--- config.mk ---
export PLATFORM = sky130hd
export DESIGN_NAME = uart_communication_flat
export DESIGN_NICKNAME = d
export VERILOG_FILES = /design/src/rtl/uart_communication_if.sv /design/src/rtl/uart_communication.sv /design/src/flat_wrapper.sv
export SDC_FILE = /design/constraint.sdc
export NUM_CORES = 1
export LEC_CHECK = 0
export CAP_MARGIN = 30
export CORE_AREA = 2 2 68 50
export DETAILED_ROUTE_END_ITERATION = 6
export DIE_AREA = 0 0 70 52
export PLACE_DENSITY = 0.76
export SETUP_SLACK_MARGIN = 0.2
export SLEW_MARGIN = 0
export SYNTH_ARGS = -nofsm -noshare
export SYNTH_HDL_FRONTEND = slang
export SYNTH_SLANG_ARGS = --single-unit
--- constraint.sdc ---
create_clock -name CLOCK -period 1.9 [get_ports CLOCK]
set_input_delay 0.38 -clock CLOCK [delete_from_list [all_inputs] [get_ports CLOCK]]
set_output_delay 0.38 -clock CLOCK [all_outputs]
set_load 0.05 [all_outputs]
--- src/rtl/uart_communication_if.sv ---
// Controller-side handshake bundle for uart_communication: byte, START/STOP level
// controls, serial line and busy flag.
interface uart_communication_if;
    logic       START;
    logic       STOP;
    logic [7:0] SW;
    logic       UART_TXD;
    logic       TX_BUSY_REG;

    modport master (output START, STOP, SW, input UART_TXD, TX_BUSY_REG);
    modport slave  (input START, STOP, SW, output UART_TXD, TX_BUSY_REG);
endinterface

--- src/rtl/uart_communication.sv ---
// Byte-wide UART transmitter (8N1, LSB first) with a minimum idle gap between frames.
// Define UART_PARITY_EN to insert an even-parity bit between data bit 7 and the stop bit.
module uart_communication #(
    parameter int CLKS_PER_BIT    = 868,
    parameter int IDLE_GAP_CYCLES = 4
) (
    input  logic            CLOCK,
    input  logic            RESET_N,
    uart_communication_if.slave bus
);
    localparam int BAUD_W = $clog2(CLKS_PER_BIT);
    localparam int GAP_W  = (IDLE_GAP_CYCLES > 1) ? $clog2(IDLE_GAP_CYCLES) : 1;
    localparam logic [BAUD_W-1:0] BAUD_LAST = BAUD_W'(CLKS_PER_BIT - 1);
    localparam logic [GAP_W-1:0]  GAP_LAST  = GAP_W'(IDLE_GAP_CYCLES - 1);

    typedef enum logic [2:0] {
        IDLE,
        START_BIT,
        DATA,
`ifdef UART_PARITY_EN
        PARITY,
`endif
        STOP_BIT,
        GAP
    } state_e;

    state_e            state_q, state_d;
    logic [BAUD_W-1:0] baud_q, baud_d;
    logic [2:0]        bit_q, bit_d;
    logic [GAP_W-1:0]  gap_q, gap_d;
    logic [7:0]        shift_q, shift_d;
    logic              txd_q, txd_d;
    logic              busy_q, busy_d;
    logic              baud_wrap;
`ifdef UART_PARITY_EN
    logic              parity_q, parity_d;
`endif

    assign baud_wrap = (baud_q == BAUD_LAST);

    always_comb begin
        state_d = state_q;
        baud_d  = baud_q;
        bit_d   = bit_q;
        gap_d   = gap_q;
        shift_d = shift_q;
        txd_d   = txd_q;
        busy_d  = busy_q;
`ifdef UART_PARITY_EN
        parity_d = parity_q;
`endif
        if (state_q != IDLE && state_q != GAP) begin
            baud_d = baud_wrap ? '0 : baud_q + 1'b1;
        end
        case (state_q)
            IDLE: begin
                if (bus.START && !bus.STOP) begin
                    state_d = START_BIT;
                    shift_d = bus.SW;
                    txd_d   = 1'b0;
                    busy_d  = 1'b1;
                    baud_d  = '0;
                    bit_d   = '0;
`ifdef UART_PARITY_EN
                    parity_d = ^bus.SW;
`endif
                end
            end
            START_BIT: begin
                if (baud_wrap) begin
                    state_d = DATA;
                    txd_d   = shift_q[0];
                    bit_d   = '0;
                end
            end
            DATA: begin
                // shift_q[0] is the bit on the line; shift_q[1] is the next one out
                if (baud_wrap) begin
                    if (bit_q == 3'd7) begin
`ifdef UART_PARITY_EN
                        state_d = PARITY;
                        txd_d   = parity_q;
`else
                        state_d = STOP_BIT;
                        txd_d   = 1'b1;
`endif
                    end else begin
                        bit_d   = bit_q + 1'b1;
                        shift_d = shift_q >> 1;
                        txd_d   = shift_q[1];
                    end
                end
            end
`ifdef UART_PARITY_EN
            PARITY: begin
                if (baud_wrap) begin
                    state_d = STOP_BIT;
                    txd_d   = 1'b1;
                end
            end
`endif
            STOP_BIT: begin
                if (baud_wrap) begin
                    state_d = GAP;
                    busy_d  = 1'b0;
                    txd_d   = 1'b1;
                    gap_d   = '0;
                end
            end
            GAP: begin
                if (gap_q == GAP_LAST) begin
                    state_d = IDLE;
                    gap_d   = '0;
                end else begin
                    gap_d = gap_q + 1'b1;
                end
            end
            default: state_d = IDLE;
        endcase
    end

    always_ff @(posedge CLOCK) begin
        if (!RESET_N) begin
            state_q <= IDLE;
            baud_q  <= '0;
            bit_q   <= '0;
            gap_q   <= '0;
            shift_q <= '0;
            txd_q   <= 1'b1;
            busy_q  <= 1'b0;
`ifdef UART_PARITY_EN
            parity_q <= 1'b0;
`endif
        end else begin
            state_q <= state_d;
            baud_q  <= baud_d;
            bit_q   <= bit_d;
            gap_q   <= gap_d;
            shift_q <= shift_d;
            txd_q   <= txd_d;
            busy_q  <= busy_d;
`ifdef UART_PARITY_EN
            parity_q <= parity_d;
`endif
        end
    end

    assign bus.UART_TXD    = txd_q;
    assign bus.TX_BUSY_REG = busy_q;
endmodule

--- src/flat_wrapper.sv ---
// flat-port wrapper written by rule: the top's interface ports become plain ports
module uart_communication_flat 
#(
    parameter int CLKS_PER_BIT    = 868,
    parameter int IDLE_GAP_CYCLES = 4
)
  (CLOCK, RESET_N, bus_START, bus_STOP, bus_SW, bus_UART_TXD, bus_TX_BUSY_REG);
  uart_communication_if bus_i ();
  input  logic CLOCK;
  input  logic RESET_N;
  input wire logic [$bits(bus_i.START)-1:0] bus_START;
  input wire logic [$bits(bus_i.STOP)-1:0] bus_STOP;
  input wire logic [$bits(bus_i.SW)-1:0] bus_SW;
  output wire logic [$bits(bus_i.UART_TXD)-1:0] bus_UART_TXD;
  output wire logic [$bits(bus_i.TX_BUSY_REG)-1:0] bus_TX_BUSY_REG;
  assign bus_i.START = bus_START;
  assign bus_i.STOP = bus_STOP;
  assign bus_i.SW = bus_SW;
  assign bus_UART_TXD = bus_i.UART_TXD;
  assign bus_TX_BUSY_REG = bus_i.TX_BUSY_REG;
  uart_communication #(.CLKS_PER_BIT(CLKS_PER_BIT), .IDLE_GAP_CYCLES(IDLE_GAP_CYCLES)) u_core (.CLOCK(CLOCK), .RESET_N(RESET_N), .bus(bus_i));
endmodule
== Word level (Yosys, flattened, before mapping) ==
Index checks and enable logic that the tools add are counted.

* Bits in registers: 28
* Bits of input ports: 12
* Output and inout port bits: 2
* Logic and storage cells: 73

* Add/sub/neg operators: 3
* Equality and inequality tests: 15
* Multiplexer cells: 32
* Reductions and logical operators: 16

{| class="wikitable"
|+ Operators by type and width
! cell !! number
|-
| $mux W10 || 4
|-
| $mux W3 || 10
|-
| $mux W8 || 3
|-
| $pmux W8 S2 || 1
|-
| $pmux W3 S5 || 1
|-
| $ne A2 B1 Y1 const B || 6
|-
| $add A10 B1 Y10 const B || 1
|-
| $eq A10 B10 Y1 const B || 1
|-
| $reduce_and A5 Y1 || 2
|-
| $pmux W3 S3 || 1
|-
| $mux W1 || 7
|-
| $eq A3 B2 Y1 const B || 2
|-
| $eq A3 B3 Y1 const B || 2
|-
| $reduce_and A6 Y1 || 1
|-
| $reduce_bool A2 Y1 || 3
|-
| $reduce_bool A3 Y1 || 2
|-
| $mux W2 || 2
|-
| $pmux W1 S4 || 1
|-
| $pmux W2 S2 || 1
|-
| $reduce_and A4 Y1 || 1
|-
| $reduce_bool A4 Y1 || 1
|-
| $add A3 B1 Y3 const B || 1
|-
| $eq A3 B1 Y1 const B || 1
|-
| $logic_not A3 Y1 || 1
|-
| 9 further kinds || 10
|}

== Logic depth before layout (Yosys ltp) ==
Gate-level depths: netlist (run 1).

* Depth after elaboration: 5
* Depth in mapped cells: 8
* Depth with buffers taken out: 6

== Least setup slack after synthesis (run 1) ==
OpenSTA, ideal clock, no wires.

* Kind: reg-to-reg
* Start: register u_core.bit_q[0]
* End: register u_core.bit_q[0]
* Setup time: 73 ps
* Arrival: 1961 ps
* Required time: 1827 ps
* Setup slack: -134 ps
* Stages on the path, launching flop included: 8
* Buffers on the path: 1
* Clock period less this slack: 2034 ps
* Cells stage by stage: dfxtp_1 > ha_1 > ha_1 > or4b_4 > nor4_4 > buf_6 > nand2_4 > o22ai_2

* Cells in the longest elaborated chain, start to end: 4
* Elaborated cells between the ends (all ways): 7
* Those cells by class: 1 x add/sub; 2 x eq/ne; 3 x mux; 1 x reduce/logical

{| class="wikitable"
|+ RTL lines
! element !! line !! source
|-
| start: declaration || uart_communication.sv:29 || <nowiki>logic [2:0] bit_q, bit_d;</nowiki>
|-
| start signal: assignment || uart_communication.sv:137 || <nowiki>bit_q <= bit_d;</nowiki>
|-
| $add A3 B1 Y3 || uart_communication.sv:88 || <nowiki>bit_d = bit_q + 1'b1;</nowiki>
|-
| $mux W3 || uart_communication.sv:79 || <nowiki>if (bit_q == 3'd7) begin</nowiki>
|-
| $mux W3 || uart_communication.sv:78 || <nowiki>if (baud_wrap) begin</nowiki>
|-
| $pmux W3 S3 || uart_communication.sv:55 || <nowiki>case (state_q)</nowiki>
|}

Parallel ways exist; a longest one is shown, timed or not. The select of a mux whose other input is x is not followed.
A chain may end at the register's enable or synchronous reset.

== Final worst setup path (run 1) ==
* Start: register u_core.bit_q[0]
* End: register u_core.shift_q[2]

* Cells in the longest elaborated chain, start to end: 3

{| class="wikitable"
|+ RTL lines
! element !! line !! source
|-
| $eq A3 B3 Y1 || uart_communication.sv:79 ||
|-
| $ne A2 B2 Y1 (no line) || - ||
|-
| $reduce_and A4 Y1 (no line) || - ||
|-
| end signal: assignment || uart_communication.sv:139 || <nowiki>shift_q <= shift_d;</nowiki>
|-
| end: declaration || uart_communication.sv:31 || <nowiki>logic [7:0] shift_q, shift_d;</nowiki>
|}

Every way passes these cells.

==> flow_metrics.tcl, run 1 <==
set metrics [dict create \
    h-tree-depth 1 \
    vias 1258 \
    drt_iter0_drc 134 \
    fp.dieW_um 70 \
    fin_hold_ws_ns 0.4781 \
    cts_sinks 28 \
    maxSlewViolCount 0 \
    syn_area_sq_mm 0.001445 \
    grtUsageTotal_pct 18.59 \
    period_minus_slack_ns 1.872 \
    fin_skew_ns 0.004263 \
    endpoint_kind "register" \
    synthFlopType "dfxtp_1" \
    postSynth.asyncResetShare_pct 0 \
    syn_inst 158 \
    final_area_sq_mm 0.001804 \
    diodes 0 \
    yosysTopAreaCell "dfxtp_1" \
    setup-violations-final 0 \
    clkLatencyLatePin_ns 0.28 \
    synth_top_area_share_pct 38.79 \
    routed_wl_mm 3.402 \
    synth_commonest_cells "dfxtp_1, nor2_1, o21ai_0" \
    cts_root_buf "clkbuf_8" \
    die_h_um 52 \
    gp_congestion 0.8270 \
    finalHoldViolations 0 \
    period_share_pct 98.55 \
    detail_route.vias_per_cell 5.879 \
    ant_nets 0 \
    ios 14 \
    synth_edf_count 0 \
    dieArea_sq_mm 0.003640 \
    grt_pass1_vias 1149 \
    yosysMostFrequentCell "dfxtp_1" \
    p_per_area_mw_per_mm2 677.9 \
    vdd_drop_max_mv 0.4677 \
    cts.path.max_buffers 2 \
    post-dp-hpwl_mm 2.164 \
    row_count 17 \
    cts_tree "done" \
    outcome "complete, no violations" \
    clkTransAtPathRegs_ns 0.10 \
    area_growth_pct 24.85 \
    synth.net_count 174 \
    use_met2_pct 29.68 \
    crit_type "reg2reg" \
    finalNetCount 193 \
    start_util_pct 47.85 \
    avgSynthCellArea_sq_um 9.146 \
    cp-start-kind "register" \
    hold_buffers 0 \
    tightestPinTransition_ns 0.4871 \
    final_layout_size_suffix_gt1_share_pct 18.75 \
    drt-pass1-iter-count 4 \
    cp_data_arrival_time_ns 2.04 \
    maxCapViolations 0 \
    fmax_mhz 534.1 \
    ys_seq_area_share_pct 38.79 \
    core_sq_mm 0.003020 \
    grt_use_met1_pct 25.33 \
    synth_cell_types 42 \
    fin_ws_ns 0.02759 \
    min_path_type "reg2reg" \
    post_drt_wl_per_cell_um 15.90 \
    port_buffers 13 \
    utilization_pct 59.73 \
    antenna_found_initial 0 \
    max_slew_margin_pct 67.66 \
    grt_pass1_wl_mm 5.375 \
    dpl_cell_area_sq_mm 0.001642 \
    required_ns 2.07 \
    ys_seq_elements 28 \
    gr-total-overflow 0 \
    gr-usage-met3_pct 4.264 \
    p_leak_nw 0.6855 \
    cts_buffers 3 \
    crit_fanout 18 \
    synth.area.top_cells "dfxtp_1, o21ai_0, mux2i_1" \
    grt_max_degree 22 \
    drc 0 \
    rsz0062_at_grt "true" \
    synth_warnings 0 \
    busiest_layer "met2" \
    dp_slack_ns 0.04261 \
]
-- cell families (layout without fill, tap and decap cells) --
logic type | count (synthesis) | count (layout) | share of synthesized area, %
adder cells (fa/ha/maj) | 4 | 4 | 3.463
AND/OR/NAND/NOR | 60 | 60 | 23.98
multiplexers | 7 | 7 | 4.849
flip-flops | 28 | 28 | 38.79
AO/OA/AOI/OAI | 36 | 37 | 17.32
XOR/XNOR | 10 | 10 | 6.060
buffers and inverters | 13 | 30 | 5.541
-- per-layer routing --
metal	vias to the layer above	share of wire (%)
met5	-	0
met4	0	1.1
met3	6	3.6
met2	22	46
met1	615	49
li1	615	-
-- path summary, 6_finish.rpt --
check	startpoint	to	slack [ns]	depth (start not counted)
worst min-delay path	u_core.shift_q[7]	u_core.shift_q[7]	0.48	2
worst max-delay path	u_core.bit_q[0]	u_core.shift_q[2]	0.03	7
worst max register to register	u_core.bit_q[0]	u_core.shift_q[2]	0.03	7
worst min register to register	u_core.shift_q[7]	u_core.shift_q[7]	0.48	2
-- stage by stage --
stage | power [mW] | TNS (ns) | std cells
after floorplan | 0.7009 | 0 | 158
after global placement | 0.7384 | 0 | 205
after detailed placement | 0.7447 | 0 | 205
after CTS | 1.210 | 0 | 209
after global routing | 1.263 | -0.3340 | 214
final | 1.223 | 0 | 214
-- cell usage in the layout (no fill, tap or decap), drive strengths merged, types with 5 or more instances in the layout --
master	instances
buf	11
clkdlybuf4s50	11
dfxtp	28
mux2i	7
nand2	14
nand4	5
nor2	16
o21ai	16
o311a	7
xnor2	6
-- layout make-up --
type,instances,area [sq um]
flip-flops and latches,28,564.3
clock buffers,3,41.29
multi-input cells,118,893.4
repair buffers,24,220.2
clock inverters,1,30.03
well taps,38,47.55
fillers,275,1216
inverters,2,7.507
-- where the power goes --
part / switching, mW / leakage [nW] / internal (mW)
Clock: 0.194 / 0.0357 / 0.282
Sequential: 0.0151 / 0.229 / 0.605
Combinational: 0.0655 / 0.421 / 0.0605
-- critical path, cell delays in order, from the launching register on --
cell and delay, ns:
dfxtp_2 0.36, ha_4 0.16, ha_4 0.16, or4b_4 0.49, nor4_4 0.19, buf_12 0.18, o21ai_0 0.08, o311a_1 0.13
-- sequential cells by signal, indices dropped and copies added, names as in the netlist --
signal,count
u_core.bus.TX_BUSY_REG,1
u_core.state_q,3
u_core.shift_q,8
u_core.gap_q,2
u_core.bit_q,3
u_core.baud_q,10
u_core.bus.UART_TXD,1
-- timing repair --
item / in CTS / in global routing
setup endpoints to repair: 24 / 23
cloned: 0 / 2
resized for setup: 4 / 13
setup buffers: 0 / 3
pin swaps: 0 / 4
hold endpoints to repair: 0 / 0
Power figures use the tool's default switching activity.
==> run 2, diff against run 1 <==
Settings changed: PLACE_DENSITY 0.76 to 0.72.
Clock period 1.9 ns to 1.7 ns, I/O delays scaled along.
==> run 2 against run 1 <==
Compared with the run above:
- the run now ends with setup timing left
- utilization grew 3.1 points
- setup slack lost 0.18 ns
- worst hold slack gained 0.0065 ns
- critical path depth is the same
- via count grew 0.87%
- sequential share of layout area shrank 1.3 points
- clock skew grew 0.0010 ns
- first-iteration DRC count shrank 35%
- final cell count grew 3.3%
- die area is the same
- clock power shrank 9.9%
- sequential power grew 11%
==> flow_metrics.tcl, run 2 (synthesis gave the netlist of run 1 again) <==
set metrics [dict create \
    cts.path.max_buffers 2 \
    reg_top3 "u_core.baud_q (10), u_core.shift_q (8)" \
    die_h_um 52 \
    ant_nets 0 \
    outcome "finished, violations left" \
    fin_skew_ns 0.005298 \
    final_layout_size_suffix_gt1_share_pct 26.23 \
    grt_pass1_wl_mm 5.554 \
    clkTransAtPathRegs_ns 0.10 \
    fin_ws_ns -0.1566 \
    dieArea_sq_mm 0.003640 \
    drt-pass1-iter-count 4 \
    largest_reg_flops 10 \
    cp_top_family "simple AND/OR/NAND/NOR gates" \
    period_minus_slack_ns 1.857 \
    vdd_drop_max_mv 0.4930 \
    top_register "u_core.baud_q" \
    utilization_pct 62.84 \
    fp.dieW_um 70 \
    diodes 0 \
    finalHoldViolations 0 \
    rsz0062_at_grt "true" \
    post_drt_wl_per_cell_um 16.10 \
    gp_congestion 0.8069 \
    cts_tree "done" \
    placed_cells 216 \
    area_growth_pct 31.34 \
    drt_iter0_drc 87 \
    period_share_pct 109.2 \
    cts_root_buf "clkbuf_8" \
    finalNetCount 200 \
    drc 0 \
    required_ns 1.89 \
    clkLatencyLatePin_ns 0.29 \
    port_buffers 13 \
    core_sq_mm 0.003020 \
    p_per_area_mw_per_mm2 675.5 \
    final_cells 221 \
    crit_type "reg2reg" \
    tightestPinTransition_ns 0.3852 \
    crit_slowest_cell "or4b_4" \
    max_slew_margin_pct 73.96 \
    crit_fanout 18 \
    fillers 224 \
    crit_path_cell_trace "ha_4 -> ha_4 -> or4b_4 -> nor4_4 -> buf_12 -> o21ai_0 -> o311a_1" \
    gr-total-overflow 0 \
    p_leak_nw 0.7292 \
    row_count 17 \
    violations "setup timing" \
    cp_data_arrival_time_ns 2.05 \
    maxSlewViolCount 0 \
    layout_commonest_cell "dfxtp_1" \
    ios 14 \
    finalSetupTns_ns -1.237 \
    h-tree-depth 1 \
    detail_route.vias_per_cell 5.742 \
    post-dp-hpwl_mm 2.450 \
    grtUsageTotal_pct 20.26 \
    endpoint_kind "register" \
    cts_sinks 28 \
    cts_buffers 3 \
    hold_buffers 0 \
    cp.buffers_inverters 1 \
    cp-start-kind "register" \
    critPathMaxStageDelay_ns 0.49 \
    vias 1269 \
    grt_pass1_vias 1197 \
    start_util_pct 47.85 \
    antenna_found_initial 0 \
    fin_hold_ws_ns 0.4846 \
    routed_wl_mm 3.558 \
    grt_max_degree 22 \
    most-common-layout-cells "dfxtp_1, buf_4, nor2_1" \
    maxCapViolations 0 \
    min_path_type "reg2reg" \
    cpMostUsedCell "ha_4" \
    setup-violations-final 11 \
    fmax_mhz 538.6 \
]
[run 2: layout make-up]
class                           count  area [sq um]  area share (%)
Timing Repair Buffer               32         317.8           16.74
Sequential cell                    28         568.0           29.93
Inverter                            2         7.507          0.3955
Clock buffer                        4         55.05           2.900
Multi-Input combinational cell    117         902.1           47.53
Tap cell                           38         47.55           2.505
[run 2: through the flow]
stage	total power [mW]	worst slack (ns)	instance area (sq um)
floorplan	0.7967	-0.1243	1511
global placement	0.8490	-0.1007	1770
detailed placement	0.8563	-0.1566	1770
CTS	1.282	-0.1483	1829
global route	1.321	-0.1958	1898
finish	1.282	-0.1566	1898
[run 2: worst paths after layout]
path | end | depth (start not counted) | startpoint | slack [ns]
setup / recovery | u_core.shift_q[2] | 7 | u_core.bit_q[0] | -0.16
hold / removal | u_core.shift_q[7] | 2 | u_core.shift_q[7] | 0.48
setup reg to reg | u_core.shift_q[2] | 7 | u_core.bit_q[0] | -0.16
hold reg to reg | u_core.shift_q[7] | 2 | u_core.shift_q[7] | 0.48
[run 2: timing repair]
| action | in CTS | in global routing |
|---|---|---|
| pin swaps | 1 | 5 |
| buffers inserted | 0 | 1 |
| setup endpoints to repair | 25 | 28 |
| resized for setup | 6 | 17 |
[run 2: worst reg2reg max path, cell delays in order, from the launching register on]
cell	delay, ns
dfxtp_2	0.35
ha_4	0.16
ha_4	0.15
or4b_4	0.49
nor4_4	0.20
buf_12	0.19
o21ai_0	0.09
o311a_1	0.13
[run 2: routing by layer]
layer | part of all wire (%) | global-route usage (%)
met1 | 46 | 25.03
met2 | 48 | 31.59
met3 | 3.9 | 5.426
met4 | 2.6 | 13.14
met5 | 0 | 0
[run 2: report_power, final]
part	switching (mW)	internal, mW	total (mW)
logic	0.0785	0.0823	0.161
registers	0.0143	0.677	0.691
clock network	0.222	0.208	0.430
total	0.315	0.967	1.28
